==> src/rtl/cpu_pkg.sv <==
// -----------------------------------------------------------------------------
// cpu_pkg
// Shared definitions for the single-cycle CPU front end.
//   pc_state_e       : sequencer state of pc_next_unit (BOOT / RUN / HOLD)
//   WORD_BYTES       : bytes per instruction word (sequential PC stride)
//   DEFAULT_RESET_PC : PC loaded on reset unless overridden by the instance
// -----------------------------------------------------------------------------
package cpu_pkg;

  typedef enum logic [1:0] {
    ST_BOOT = 2'd0,
    ST_RUN  = 2'd1,
    ST_HOLD = 2'd2
  } pc_state_e;

  localparam int unsigned WORD_BYTES       = 4;
  localparam logic [31:0] DEFAULT_RESET_PC = 32'h0000_0000;

endpackage

==> src/rtl/branch_target_adder.sv <==
// -----------------------------------------------------------------------------
// branch_target_adder
// Computes the redirect target shared by the branch and jump paths:
//   target = pc_plus4 + (sign_extend(offset) << 2), modulo 2^32.
// Ports:
//   pc_plus4 [31:0]       in  : address of the following instruction
//   offset   [OFFSET_W-1:0] in : signed word offset from the instruction
//   target   [31:0]       out : redirect address (combinational)
// OFFSET_W must be 30 or less so the shifted offset fits in 32 bits.
// -----------------------------------------------------------------------------
module branch_target_adder #(
  parameter int OFFSET_W = 8
) (
  input  logic [31:0]         pc_plus4,
  input  logic [OFFSET_W-1:0] offset,
  output logic [31:0]         target
);

  logic [31:0] offset_ext;
  logic [31:0] byte_offset;

  // Sign-extend the word offset, then scale to bytes.
  assign offset_ext  = {{(32-OFFSET_W){offset[OFFSET_W-1]}}, offset};
  assign byte_offset = {offset_ext[29:0], 2'b00};
  assign target      = pc_plus4 + byte_offset;

endmodule

==> src/rtl/pc_next_unit.sv <==
// -----------------------------------------------------------------------------
// pc_next_unit
// Program-counter register and next-PC generator for the single-cycle CPU.
// Feeds the downstream 32-bit next-PC mux: PC_PLUS4 -> input 1, TARGET ->
// input 2, PC_SELECT -> select. Holds the PC while memory stalls (BUSYWAIT)
// and remembers a taken branch/jump that arrives during a stall.
//
// Ports:
//   CLK               in   system clock, rising-edge
//   RESET             in   synchronous active-high reset
//   BUSYWAIT          in   memory stall, PC frozen while high
//   JUMP              in   unconditional jump
//   BRANCH            in   conditional branch (beq)
//   ZERO              in   ALU zero flag
//   OFFSET            in   signed word offset [OFFSET_W-1:0]
//   PC                out  current fetch address
//   PC_PLUS4          out  PC + 4 (combinational)
//   TARGET            out  redirect target (combinational)
//   PC_SELECT         out  1 = TARGET, 0 = PC_PLUS4 (combinational)
//   REDIRECT_PENDING  out  a latched redirect waits for the stall to end
//   RETIRED_CNT       out  PC updates since reset   (PC_NEXT_PERF_EN only)
//   STALL_CNT         out  stalled RUN/HOLD cycles  (PC_NEXT_PERF_EN only)
//   state_dbg         out  current sequencer state
//
// Build option: define PC_NEXT_PERF_EN to add the two performance counters.
// -----------------------------------------------------------------------------
module pc_next_unit
  import cpu_pkg::*;
#(
  parameter logic [31:0] RESET_PC = DEFAULT_RESET_PC,
  parameter int          OFFSET_W = 8
) (
  input  logic                CLK,
  input  logic                RESET,
  input  logic                BUSYWAIT,
  input  logic                JUMP,
  input  logic                BRANCH,
  input  logic                ZERO,
  input  logic [OFFSET_W-1:0] OFFSET,
  output logic [31:0]         PC,
  output logic [31:0]         PC_PLUS4,
  output logic [31:0]         TARGET,
  output logic                PC_SELECT,
  output logic                REDIRECT_PENDING,
`ifdef PC_NEXT_PERF_EN
  output logic [31:0]         RETIRED_CNT,
  output logic [31:0]         STALL_CNT,
`endif
  output pc_state_e           state_dbg
);

  pc_state_e   state;
  logic [31:0] pending_target;
  logic [31:0] adder_target;
  logic        take;

  branch_target_adder #(
    .OFFSET_W (OFFSET_W)
  ) u_target_adder (
    .pc_plus4 (PC_PLUS4),
    .offset   (OFFSET),
    .target   (adder_target)
  );

  // Next-PC candidates and select. In HOLD the mux is forced onto the
  // latched target so its output always equals the PC about to be loaded.
  always_comb begin
    PC_PLUS4  = PC + 32'(WORD_BYTES);
    take      = JUMP | (BRANCH & ZERO);
    TARGET    = adder_target;
    PC_SELECT = 1'b0;
    case (state)
      ST_RUN: begin
        PC_SELECT = take;
      end
      ST_HOLD: begin
        TARGET    = pending_target;
        PC_SELECT = 1'b1;
      end
      default: begin
        PC_SELECT = 1'b0;
      end
    endcase
  end

  // Sequencer: BOOT gives instruction memory one full fetch cycle after
  // reset; HOLD parks a redirect that coincided with a stall, ignoring the
  // control inputs because the same instruction is still in flight.
  always_ff @(posedge CLK) begin
    if (RESET) begin
      PC               <= RESET_PC;
      state            <= ST_BOOT;
      pending_target   <= 32'h0;
      REDIRECT_PENDING <= 1'b0;
    end else begin
      case (state)
        ST_BOOT: begin
          state <= ST_RUN;
        end
        ST_RUN: begin
          if (!BUSYWAIT) begin
            PC <= take ? adder_target : PC_PLUS4;
          end else if (take) begin
            pending_target   <= adder_target;
            REDIRECT_PENDING <= 1'b1;
            state            <= ST_HOLD;
          end
        end
        ST_HOLD: begin
          if (!BUSYWAIT) begin
            PC               <= pending_target;
            REDIRECT_PENDING <= 1'b0;
            state            <= ST_RUN;
          end
        end
        default: begin
          // Unused encoding: recover through BOOT.
          state <= ST_BOOT;
        end
      endcase
    end
  end

  assign state_dbg = state;

`ifdef PC_NEXT_PERF_EN
  logic active;

  // RUN and HOLD are the only states in which the PC may move or stall.
  assign active = (state == ST_RUN) || (state == ST_HOLD);

  always_ff @(posedge CLK) begin
    if (RESET) begin
      RETIRED_CNT <= 32'h0;
      STALL_CNT   <= 32'h0;
    end else begin
      if (active && !BUSYWAIT) RETIRED_CNT <= RETIRED_CNT + 32'd1;
      if (active && BUSYWAIT)  STALL_CNT   <= STALL_CNT + 32'd1;
    end
  end
`endif

endmodule

==> config.mk <==
export PLATFORM = sky130hd
export DESIGN_NAME = pc_next_unit
export DESIGN_NICKNAME = d
export VERILOG_FILES = /design/src/rtl/cpu_pkg.sv /design/src/rtl/branch_target_adder.sv /design/src/rtl/pc_next_unit.sv
export SDC_FILE = /design/constraint.sdc
export NUM_CORES = 1
export LEC_CHECK = 0
export BUFFER_PORTS_ARGS = -buffer_cell sky130_fd_sc_hd__buf_2
export CAP_MARGIN = 20
export CORE_UTILIZATION = 30
export CTS_CLUSTER_DIAMETER = 150
export DETAILED_ROUTE_END_ITERATION = 10
export SLEW_MARGIN = 40
export SYNTH_ARGS = -nofsm -noshare
export SYNTH_HDL_FRONTEND = slang
export SYNTH_SLANG_ARGS = --single-unit
export TNS_END_PERCENT = 100
==> constraint.sdc <==
create_clock -name CLK -period 5.9 [get_ports CLK]
set_input_delay 0.59 -clock CLK [delete_from_list [all_inputs] [get_ports CLK]]
set_output_delay 0.59 -clock CLK [all_outputs]
set_load 0.1 [all_outputs]
==> out/metrics.cfg, run 1 <==
[setup_path]
cp.depth=14
r2r_start=PC[4]
critical_path.top_delay_family=simple AND/OR/NAND/NOR gates
reg2reg_depth=13
critical_path_arrival_ns=4.88
cp-endpoint=TARGET[31]
path_buf_inv=1
cp_cell_sequence=and4_1 -> nand4_1 -> or2_1 -> nor3_1 -> xor2_4 -> ha_1 -> a21o_1 -> a311o_1 -> o221a_1 -> a21o_1 -> nor4_2 -> xnor2_1 -> o21ai_4 -> buf_2
endpoint_kind=output port
slowest_delay_ns=0.57
crit_top_cell=a21o_1
startpoint_type=register
rr_endpoint=PC[30]
critPathSlowestCell=nor3_1
crit_fanout=6
required_ns=5.31
reg2reg_slack_ns=1.57
cp-startpoint=PC[12]
worstSetupPathType=reg2out

[timing]
worst_hold_slack_ns=0.455
finClkSkew_ns=0.0140
fin_crit_sh_pct=92.7
hold_viol=0
fin_tns_setup_ns=0
tightest_slew_ns=0.723
finalSetupViolCount=0
drv_slew=0
rsz0062_at_grt=no
fin_crit_ns=5.47
fmax_mhz=183
worst_slew_margin_rel_pct=51.5

[routing]
wl_um=19700
routedWlPerCell_um=17.9
drt.antenna.violating_nets=0
vias=5953
drc=0
route.detailed.vias_per_inst=5.41
drt_first_iter_violations=429
first_pass_iters=5

[run_status]
status=complete, no violations

[synth]
synth_nets=831
seq_area_frac_synth_pct=24.2
synth_top_cell_by_area=dfxtp_1
ys_ff_latch=67
syn_inst=776
synth_edf_count=0
async_flop_share_pct=0
synth.area.top_cells=dfxtp_1, nand2_1, ha_1, a21oi_1, xnor2_1
yosys.area.top_type_share_pct=24.2
netlist_area_mm2=0.00555
syn_area_per_cell_um2=7.16
ys.flop_type=dfxtp_1
synth_common_cells=nand2_1, a21oi_1, dfxtp_1
yosysWarnings=0
synth_cell_types=62
synth.most_common_cell=nand2_1

[grt]
grt_max_degree=77
grt_pass1_vias=5694
grtUsageTotal_pct=20.6
grt_pass1_wl_um=31200
grt_overflow=0
antenna_found_initial=0

[power_and_ir_drop]
ir_drop_uv=218
power.leakage_nw=3.17
clkPwrFrac_pct=20.9
power_switching_share_pct=56.7
switchingPower_mw=1.45
power.density_mw_per_mm2=368
power.total_mw=2.56
p_int_mw=1.11
power_frac_seq_pct=21.4
pwr-share-comb_pct=57.7

[placement]
gp_congestion=0.879
dp_hpwl_um=14400
port_buffers=113

[finish]
area_growth_pct=25.4
diodes=0
fin_util_pct=38.6
layout.nets=922
layout-drive-gt1-share_pct=23.4

[min_path]
min-delay-start=pending_target[14]
min_path_type=reg2reg

[die]
die_y_um=138
core_mm2=0.0180
rows=49
dieWidth_um=138
start_util_pct=30.8
dieArea_mm2=0.0191
io_pins=114

[run]
max_cap_violations=0

[cts]
ctsResizeCount=0
cts_buffers=9
clk_path_buf_depth=2
htreeDepth=3
clock_tree.root_cell=clkbuf_16
cts_hold_buf=0
clkSinkCount=67
post_cts_buffers=0
insertion_delay_ns=0.35
clk_pin_slew_worst_paths_ns=0.06
tritoncts=done

-- flip-flops by register name, indices dropped and copies added (netlist names) --
register / flops
PC: 32
REDIRECT_PENDING: 1
state_dbg: 2
pending_target: 32
-- power groups by stage --
stage | Sequential (mW) | Combinational (mW) | Clock, mW
2_1_floorplan | 0.728 | 1.06 | 0
3_3_place_gp | 0.556 | 1.47 | 0
3_5_place_dp | 0.557 | 1.47 | 0
4_1_cts | 0.548 | 1.48 | 0.546
5_1_grt | 0.554 | 1.55 | 0.561
6_report | 0.548 | 1.48 | 0.536
-- cells by family (layout without fill, tap and decap cells) --
logic type,Yosys count,after routing,synth area share (%)
multiplexers,15,15,2.84
adder cells (fa/ha/maj),41,41,9.37
AO/OA/AOI/OAI,218,218,24.4
buffers and inverters,66,161,4.87
flip-flops,67,67,24.2
AND/OR/NAND/NOR,316,316,25.9
XOR/XNOR,53,53,8.49
-- area by class of cell --
| cell class | count | area [um^2] |
|---|---|---|
| fill | 1915 | 11100 |
| multi-input combinational | 643 | 4300 |
| sequential | 67 | 1360 |
| timing repair buffer | 123 | 648 |
| tap | 229 | 287 |
| clock buffer | 13 | 270 |
| inverter | 23 | 86.3 |
| clock inverter | 2 | 10.0 |
-- cell usage in the layout, fill, tap and decap left out, drive strengths merged, types with 4 or more instances in the layout --
cell type  instances
xnor2             32
nor3              21
a21oi             80
inv               22
dfxtp             67
nor2              67
o21ai             50
nand4             11
o211ai             8
xor2              21
buf              123
o32ai              5
and4               4
mux2i              9
nand2            148
nand3b             7
nand3             18
mux2               6
nor3b              5
a21o              17
o21bai             6
a211o              5
clkbuf            13
ha                40
or3                7
and3              10
nor2b              4
a211oi            10
a31oi             12
-- worst min path at each step --
stage / end / slack [ns] / cells past startpoint
3_5_place_dp: pending_target[8] / 0.45 / 2
4_1_cts: pending_target[14] / 0.45 / 2
3_3_place_gp: pending_target[14] / 0.44 / 2
6_report: pending_target[14] / 0.46 / 2
5_1_grt: pending_target[24] / 0.48 / 2
2_1_floorplan: pending_target[17] / 0.44 / 2
-- worst min-delay path, cell delays in order (launching register included) --
cell	delay, ns
dfxtp_1	0.31
nand2_1	0.05
a21oi_1	0.05
-- metrics by stage --
| step | std cells | setup WS, ns | instance area [um^2] |
|---|---|---|---|
| floorplan | 776 | -0.0647 | 5920 |
| global placement | 1085 | 0.864 | 6670 |
| detailed placement | 1085 | 0.790 | 6680 |
| CTS | 1100 | 0.396 | 6960 |
| global route | 1100 | 0.0212 | 6960 |
| finish | 1100 | 0.431 | 6960 |
-- per-layer routing --
layer	vias up	GRT usage [%]	part of all wire, %
met5	-	0	0
met4	0	7.92	2.4
met3	29	3.78	6.2
met2	201	32.8	45
met1	2784	27.6	46
li1	2939	-	-
(Power assumes the default switching activity.)
==> inputs of run 2 (changes only) <==
- BUFFER_PORTS_ARGS: -buffer_cell sky130_fd_sc_hd__buf_2 -> unset
- DONT_BUFFER_PORTS: unset -> 1
==> run 2 against run 1 <==
  * Count of clock-buffer cells in the layout is 1 lower
  * Highest routed layer unchanged
  * Hold slack worse by 0.13 ns
  * Sequential power is 1% higher
  * Sequential cell count stayed put
==> out/metrics.cfg, run 2 (synthesis results as in run 1) <==
[run_status]
status=complete, no violations

[power_and_ir_drop]
ir_drop_uv=172  ; -21%
power_frac_seq_pct=20.3  ; -1.1 points
pwr-share-comb_pct=59.0  ; +1.3 points
power.leakage_nw=3.16  ; -0.48%
power.total_mw=2.74  ; +7.0%
clkPwrFrac_pct=20.7  ; -0.2 points
p_int_mw=1.28  ; +15%
switchingPower_mw=1.47  ; +0.91%
power.density_mw_per_mm2=374  ; +1.6%
power_switching_share_pct=53.4  ; -3.2 points

[die]
start_util_pct=30.8  ; unchanged
io_pins=114  ; unchanged
core_mm2=0.0180  ; unchanged
dieWidth_um=138  ; unchanged
die_y_um=138  ; unchanged
rows=49  ; unchanged
dieArea_mm2=0.0191  ; unchanged

[cts]
cts_buffers=9  ; unchanged
clock_tree.root_cell=clkbuf_16
post_cts_buffers=0  ; unchanged
tritoncts=done
clk_pin_slew_worst_paths_ns=0.05  ; about the same
ctsResizeCount=0  ; unchanged
insertion_delay_ns=0.35  ; about the same
clk_path_buf_depth=2  ; unchanged
htreeDepth=3  ; unchanged
cts_hold_buf=0  ; unchanged
clkSinkCount=67  ; unchanged

[finish]
layout.nets=891  ; -3.4%
multi_input_area_mm2=0.00437  ; +1.5%
diodes=0  ; unchanged
area_growth_pct=32.1
design_area_mm2=0.00733  ; +5.3%
mostFrequentLayoutCells=nand2_1, a21oi_1, buf_4, nor2_1, dfxtp_1
seq_area_mm2=0.00137  ; +0.92%
nFillCells=1882  ; -1.7%
fin_util_pct=40.7  ; +2.1 points
finalNonFillerCells=1070  ; -2.7%
layout-drive-gt1-share_pct=22.7  ; -0.71 points
layout_commonest_cell=nand2_1

[grt]
grt_pass1_wl_um=30900  ; -1.1%
grtUsageTotal_pct=20.6  ; about the same
grt_max_degree=75  ; -2.6%
antenna_found_initial=0  ; unchanged
grt_pass1_vias=5433  ; -4.6%
grt_overflow=0  ; unchanged

[timing]
finalSetupViolCount=0  ; unchanged
fin_tns_setup_ns=0  ; unchanged
rsz0062_at_grt=no
fin_crit_sh_pct=93.4  ; +0.75 points
fin_crit_ns=5.51  ; +0.0445 ns
hold_viol=0  ; unchanged
drv_slew=0  ; unchanged
worst_slew_margin_rel_pct=41.8  ; -9.7 points
fmax_mhz=181  ; -0.81%
finClkSkew_ns=0.0100  ; -0.00402 ns
tightest_slew_ns=0.872  ; +0.150 ns

[setup_path]
required_ns=5.31  ; about the same
startpoint_type=register
critical_path_arrival_ns=4.92  ; +0.04 ns
worstSetupPathType=reg2out
crit_fanout=6  ; unchanged
endpoint_kind=output port
reg2reg_depth=14  ; +1

[routing]
route.detailed.vias_per_inst=5.49  ; +1.5%
drt_first_iter_violations=372  ; -13%
routedWlPerCell_um=18.4  ; +2.9%
drc=0  ; unchanged
drt.antenna.violating_nets=0  ; unchanged
vias=5877  ; -1.3%
first_pass_iters=5  ; unchanged
wl_um=19700  ; +0.11%

[min_path]
min_path_type=in2reg
hold_depth=1  ; -1

[placement]
gp_congestion=0.907  ; +3.1%
dp_cells=1054  ; -2.9%
dp_hpwl_um=14500  ; +0.62%
detailed_place.area_mm2=0.00703  ; +5.2%
port_buffers=0  ; -100%

[run]
max_cap_violations=0  ; unchanged

-- run 2: changes by cell type in the layout (fill, tap and decap cells not counted), moves of 4 or more --
cell | before | now
buf_12 | 0 | 18
buf_2 | 113 | 0
buf_4 | 8 | 74
dfxtp_1 | 52 | 46
dfxtp_2 | 15 | 19
o21ai_1 | 16 | 12
o21ai_2 | 6 | 12
-- run 2: final timing paths --
kind	start	endpoint	slack, ns
worst min register to register	pending_target[21]	pending_target[21]	0.45
worst max-delay path	PC[15]	TARGET[31]	0.39
worst min-delay path	RESET	pending_target[26]	0.32
worst max register to register	PC[15]	pending_target[31]	1.41
-- run 2: area by class of cell --
type | count | share of cell area (%)
Timing Repair Buffer | 92 | 12.5
Tap cell | 229 | 3.91
Clock inverter | 4 | 0.665
Inverter | 23 | 1.18
Clock buffer | 12 | 3.50
Multi-Input combinational cell | 643 | 59.6
Sequential cell | 67 | 18.7
-- run 2: power groups by stage --
stage,clock (mW),combinational [mW],sequential (mW)
floorplan,0,1.06,0.728
global placement,0,1.61,0.565
detailed placement,0,1.62,0.566
CTS,0.581,1.62,0.556
global route,0.595,1.69,0.562
finish,0.569,1.62,0.556
-- run 2: metrics by stage --
stage                     hold slack, ns  setup slack (ns)
after floorplan                    0.436           -0.0647
after global placement             0.436             0.838
after detailed placement           0.440             0.805
after CTS                          0.300             0.411
after global routing               0.313             0.172
final                              0.324             0.387
-- run 2: critical path: stages (launching register included) --
cell     delay, ns
dfxtp_2       0.32
and4_1        0.24
nand4_1       0.21
or2_1         0.35
nor3_1        0.47
xor2_4        0.18
buf_4         0.32
ha_1          0.37
and3_4        0.21
a311o_1       0.31
o221a_1       0.25
a21o_1        0.20
nor4_2        0.56
xnor2_1       0.19
o21ai_4       0.20
buf_12        0.19
-- run 2: per-layer routing --
layer / wire (um) / global-route usage [%]
met4: 405 / 7.63
met1: 8960 / 27.9
met5: 0 / 0
met2: 8850 / 32.1
met3: 1510 / 4.36
